## src/rtl/lz77_decoder.sv

```systemverilog
// LZ77 token decoder: expands (offset, match_len, char_nxt) tokens back into
// a character stream, one character per cycle, mirroring the encoder's search buffer.
module lz77_decoder #(
    parameter int unsigned    SB_DEPTH = 9,
    parameter int unsigned    DW       = 8,
    parameter int unsigned    OW       = 4,
    parameter int unsigned    LW       = 3,
    parameter logic [DW-1:0]  TERM     = 'h24
) (
    input  logic          clk,
    input  logic          reset,
    input  logic          code_valid,
    input  logic [OW-1:0] offset,
    input  logic [LW-1:0] match_len,
    input  logic [DW-1:0] char_nxt,
    output logic          out_valid,
    output logic [DW-1:0] out_char,
    output logic          busy,
    output logic          finish,
    output logic          err_overrun,
    output logic          err_offset
);

    typedef enum logic [1:0] {StIdle, StCopy, StLit, StDone} state_e;

    state_e        state_q, state_d;
    logic [LW-1:0] count_q, count_d;
    logic [OW-1:0] off_q, off_d;
    logic [DW-1:0] char_q, char_d;
    logic [DW-1:0] sb_q [SB_DEPTH];
    logic [DW-1:0] sb_d [SB_DEPTH];
    logic          out_valid_q, out_valid_d;
    logic [DW-1:0] out_char_q, out_char_d;
    logic          finish_q, finish_d;
    logic          err_overrun_q, err_overrun_d;
    logic          err_offset_q, err_offset_d;

    logic          shift_en;
    logic [DW-1:0] shift_char;
    logic [DW-1:0] copy_char;

    // Search-buffer read; out-of-range offsets read as zero.
    always_comb begin
        copy_char = '0;
        for (int k = 0; k < SB_DEPTH; k++) begin
            if (off_q == OW'(k)) begin
                copy_char = sb_q[k];
            end
        end
    end

    // Next-state, output and buffer-shift decisions.
    always_comb begin
        state_d       = state_q;
        count_d       = count_q;
        off_d         = off_q;
        char_d        = char_q;
        out_valid_d   = 1'b0;
        out_char_d    = out_char_q;
        finish_d      = finish_q;
        err_overrun_d = err_overrun_q;
        err_offset_d  = err_offset_q;
        shift_en      = 1'b0;
        shift_char    = '0;

        case (state_q)
            StIdle: begin
                if (code_valid) begin
                    off_d   = offset;
                    count_d = match_len;
                    char_d  = char_nxt;
                    if (32'(offset) >= SB_DEPTH) begin
                        err_offset_d = 1'b1;
                    end
                    state_d = (match_len != '0) ? StCopy : StLit;
                end
            end
            StCopy: begin
                // Tokens arriving mid-expansion are dropped but flagged.
                if (code_valid) begin
                    err_overrun_d = 1'b1;
                end
                out_char_d  = copy_char;
                out_valid_d = 1'b1;
                shift_en    = 1'b1;
                shift_char  = copy_char;
                count_d     = count_q - LW'(1);
                if (count_q == LW'(1)) begin
                    state_d = StLit;
                end
            end
            StLit: begin
                if (code_valid) begin
                    err_overrun_d = 1'b1;
                end
                if (char_q != TERM) begin
                    out_char_d  = char_q;
                    out_valid_d = 1'b1;
                    shift_en    = 1'b1;
                    shift_char  = char_q;
                    state_d     = StIdle;
                end else begin
                    finish_d = 1'b1;
                    state_d  = StDone;
                end
            end
            StDone: begin
                state_d = StDone;
            end
            default: begin
                state_d = StIdle;
            end
        endcase

        // Newest character enters at sb[0]; older entries age by one slot.
        for (int k = 0; k < SB_DEPTH; k++) begin
            sb_d[k] = sb_q[k];
        end
        if (shift_en) begin
            sb_d[0] = shift_char;
            for (int k = 1; k < SB_DEPTH; k++) begin
                sb_d[k] = sb_q[k-1];
            end
        end
    end

    // State registers with asynchronous active-high reset.
    always_ff @(posedge clk or posedge reset) begin
        if (reset) begin
            state_q       <= StIdle;
            count_q       <= '0;
            off_q         <= '0;
            char_q        <= '0;
            sb_q          <= '{default: '0};
            out_valid_q   <= 1'b0;
            out_char_q    <= '0;
            finish_q      <= 1'b0;
            err_overrun_q <= 1'b0;
            err_offset_q  <= 1'b0;
        end else begin
            state_q       <= state_d;
            count_q       <= count_d;
            off_q         <= off_d;
            char_q        <= char_d;
            sb_q          <= sb_d;
            out_valid_q   <= out_valid_d;
            out_char_q    <= out_char_d;
            finish_q      <= finish_d;
            err_overrun_q <= err_overrun_d;
            err_offset_q  <= err_offset_d;
        end
    end

    assign out_valid   = out_valid_q;
    assign out_char    = out_char_q;
    assign busy        = (state_q != StIdle);
    assign finish      = finish_q;
    assign err_overrun = err_overrun_q;
    assign err_offset  = err_offset_q;

endmodule

```

## config.mk

```make
export PLATFORM = sky130hd
export DESIGN_NAME = lz77_decoder
export DESIGN_NICKNAME = d
export VERILOG_FILES = /design/src/rtl/lz77_decoder.sv
export SDC_FILE = /design/constraint.sdc
export NUM_CORES = 1
export LEC_CHECK = 0
export CAP_MARGIN = 20
export CORE_MARGIN = 3
export CORE_UTILIZATION = 56
export CTS_BUF_LIST = sky130_fd_sc_hd__clkbuf_2 sky130_fd_sc_hd__clkbuf_4 sky130_fd_sc_hd__clkbuf_8
export CTS_CLUSTER_DIAMETER = 30
export DETAILED_ROUTE_END_ITERATION = 12
export PLACE_DENSITY = 0.8
export SETUP_SLACK_MARGIN = 0.1
export SLEW_MARGIN = 30
export SYNTH_ARGS = -nofsm -noshare
export SYNTH_HDL_FRONTEND = slang
export SYNTH_SLANG_ARGS = --single-unit
```

## constraint.sdc

```tcl
create_clock -name clk -period 3.1 [get_ports clk]
set_input_delay 0.31 -clock clk [delete_from_list [all_inputs] [get_ports clk]]
set_output_delay 0.31 -clock clk [all_outputs]
set_load 0.03 [all_outputs]
```

==> flow_metrics.py <==
metrics = {
    "cts": {
        "cts_tree": "built",
        "numCtsBuffers": 9,
        "cts_resized": 0,
        "hold_buffers": 0,
        "cts_max_level": 3,
        "postCtsSetupBuffers": 0,
        "clkTransAtPathRegs_ns": 0.11,
        "cts-root-buf": "clkbuf_8",
        "clockBufferDepth": 2,
        "insertion_delay_ns": 0.37,
        "cts.sink_count": 101,
    },
    "routing": {
        "viasPerCell": 6.022,
        "highest-signal-layer": "met4",
        "dr.pass1.iters": 5,
        "drc": 0,
        "dr_total_vias": 3270,
        "drt-met1-wl_mm": 4.558,
        "route.met2.wl_mm": 4.788,
        "wl_mm": 10.13,
        "drt_iter0_markers": 209,
        "dr_wl_met3_um": 549,
        "ant_nets": 0,
        "wire_per_inst_um": 18.66,
    },
    "timing": {
        "tns_ns": 0,
        "rsz0062_at_grt": "no",
        "max_freq_mhz": 388.2,
        "finalSetupViolations": 0,
        "min_period_ns": 2.576,
        "final-max-slew-violation-count": 0,
        "skew_ns": 0.01580,
        "worst_pin_slew_ns": 0.7718,
        "hold_ws_ns": 0.3311,
        "max-slew-margin-rel_pct": 48.55,
        "finalHoldViolations": 0,
        "layout_worst_path_cycle_share_pct": 83.09,
    },
    "setup_path": {
        "cp.arrival_ns": 2.83,
        "cp_slowest_stage_delay_ns": 0.42,
        "path_cells": "inv_1, ha_1, inv_1, a21oi_2, o21ai_4, inv_4, buf_4, mux2_4",
        "path_depth": 8,
        "critPathSlowestCell": "dfrtp_1",
        "cp_max_fo": 25,
        "path_delay_family": "buffers and inverters",
        "start_kind": "flip-flop",
        "critPathBufInv": 4,
        "rr_endpoint": "sb_q[14]",
        "setup.worst_path.end": "sb_q[14]",
        "crit_top_cell": "inv_1",
        "crit_path_start": "state_q[0]",
        "r2r_slack_ns": 0.52,
        "cp.required_ns": 3.36,
        "critPathKind": "reg -> reg",
        "ff2ff_path_depth": 8,
        "end_kind": "flip-flop",
        "r2r-start": "state_q[0]",
    },
    "yosys": {
        "synthMostInstantiatedCell": "dfrtp_1",
        "ys_seq_area_share_pct": 49.68,
        "synth_area_per_cell_um2": 12.56,
        "yosysWarnings": 0,
        "ys_types": 51,
        "async_flop_share_pct": 100.0,
        "yosysTopAreaCell": "dfrtp_1",
        "netlist.area_leader.share_pct": 49.68,
        "syn_nets": 429,
        "netlist_area_mm2": 0.005087,
        "synthTopCellsByArea": "dfrtp_1 50%, mux2_4 15%, mux2_2 6.2%",
        "synth_cells": 405,
        "yosys_register_bits": 101,
        "yosys-top-cells-count": "101 x dfrtp_1, 52 x mux2_4, 28 x mux2_2, 28 x nand2_1",
        "synth_edf_count": 0,
        "ys.flop_type": "dfrtp_1",
    },
    "finish": {
        "final_layout_size_suffix_gt1_share_pct": 25.52,
        "ff_latch_area_mm2": 0.002527,
        "multi_input_area_mm2": 0.002369,
        "nFillCells": 655,
        "layout.nets": 454,
        "area_growth_pct": 11.07,
        "diodes": 0,
    },
    "power": {
        "finalPower_mw": 6.824,
        "worst_ir_drop_vdd_uv": 609.3,
        "leakagePower_nw": 2.535,
        "p_per_area_mw_per_mm2": 1208,
    },
    "floorplanning": {
        "initial_core_util_pct": 58.05,
        "num_io_pins": 31,
        "fp.dieH_um": 101.3,
        "design.core.area_mm2": 0.008763,
        "die_area_mm2": 0.01026,
        "die_x_um": 101.3,
        "row_count": 34,
    },
    "place": {
        "place_congestion": 0.8532,
        "io_buffer_count": 30,
        "dp_hpwl_mm": 7.188,
    },
    "grt": {
        "grt_start_max_net_pins": 61,
        "antenna_found_initial": 0,
        "grt_pass1_wl_mm": 17.11,
        "grt_pass1_vias": 3322,
        "grt.overflow.total": 0,
        "grt_usage_pct": 21.44,
    },
    "flow_run": {
        "drv_cap": 0,
    },
    "worst_hold_path": {
        "min_path_type": "in -> async",
    },
    "outcome": {
        "status": "finished clean",
    },
}
cells by family after synthesis:
family / after synthesis / synth area share (%)
muxes: 100 / 25.48
AOI/OAI and AO/OA: 75 / 10.58
buffers and inverters: 35 / 3.763
adders and majority gates: 6 / 1.476
DFF: 101 / 49.68
and+or+nand+nor: 88 / 9.026
how the worst min path moves through the flow:
stage,startpoint,endpoint,slack [ns],cells after the start
floorplan,code_valid,err_overrun,0.43,1
global placement,err_overrun,err_overrun,0.44,1
detailed placement,err_overrun,err_overrun,0.45,1
CTS,reset,sb_q[3],0.34,2
global route,reset,sb_q[42],0.38,2
finish,reset,sb_q[43],0.33,2
worst register-to-register path: stages, from the launching register on:
cell and delay (ns):
dfrtp_1 0.42, inv_1 0.09, ha_1 0.34, inv_1 0.17
a21oi_2 0.26, o21ai_4 0.20, inv_4 0.37, buf_4 0.31
mux2_4 0.31
placed cells by master (no fill, tap or decap), drive strengths merged, types with 4 or more instances in the layout:
cell type and instances:
buf 7, a211oi 4, clkdlybuf4s50 30, mux2i 20, nor2 20, o21ai 6
nand2b 6, nand3b 8, dfrtp 101, clkbuf 10, mux2 80, nand2 28
o22ai 10, ha 6, o211ai 7, a21oi 14, a31oi 4, nor2b 5
nand3 8, a22oi 5, inv 15
cell type report:
| class | count | share of cell area [%] |
|---|---|---|
| clock buffers | 10 | 2.436 |
| clock inverters | 6 | 0.9522 |
| inverters | 12 | 0.8857 |
| multi-input cells | 269 | 41.92 |
| flip-flops and latches | 101 | 44.73 |
| well taps | 108 | 2.392 |
| repair buffers | 37 | 6.687 |
per-stage QoR:
step | setup slack (ns) | cell area, µm² | instances | util [%]
after floorplan | 0.1429 | 5087 | 405 | -
after global placement | 0.6585 | 5459 | 527 | 62.29
after detailed placement | 0.5242 | 5459 | 527 | 62.29
after CTS | 0.5184 | 5650 | 543 | 64.48
after global routing | 0.3555 | 5650 | 543 | 64.48
final | 0.5242 | 5650 | 543 | 64.48
routing by layer:
metal,vias to the layer above,GRT usage (%)
met3,21,5.372
met4,0,7.669
li1,1525,-
met1,1616,29.81
met2,108,32.90
met5,-,0
state kept, by name, summed over array words and instances (netlist names):
| name | count |
|---|---|
| out_valid | 1 |
| err_overrun | 1 |
| state_q | 2 |
| out_char | 8 |
| err_offset | 1 |
| off_q | 4 |
| finish | 1 |
| count_q | 3 |
| char_q | 8 |
| sb_q | 72 |
power by group:
group | leakage, nW | switching [mW] | internal, mW
Sequential | 1.28 | 0.617 | 1.91
Combinational | 1.16 | 1.65 | 1.84
Clock | 0.0954 | 0.477 | 0.328
Total | 2.54 | 2.75 | 4.07
(Power assumes the default switching activity.)
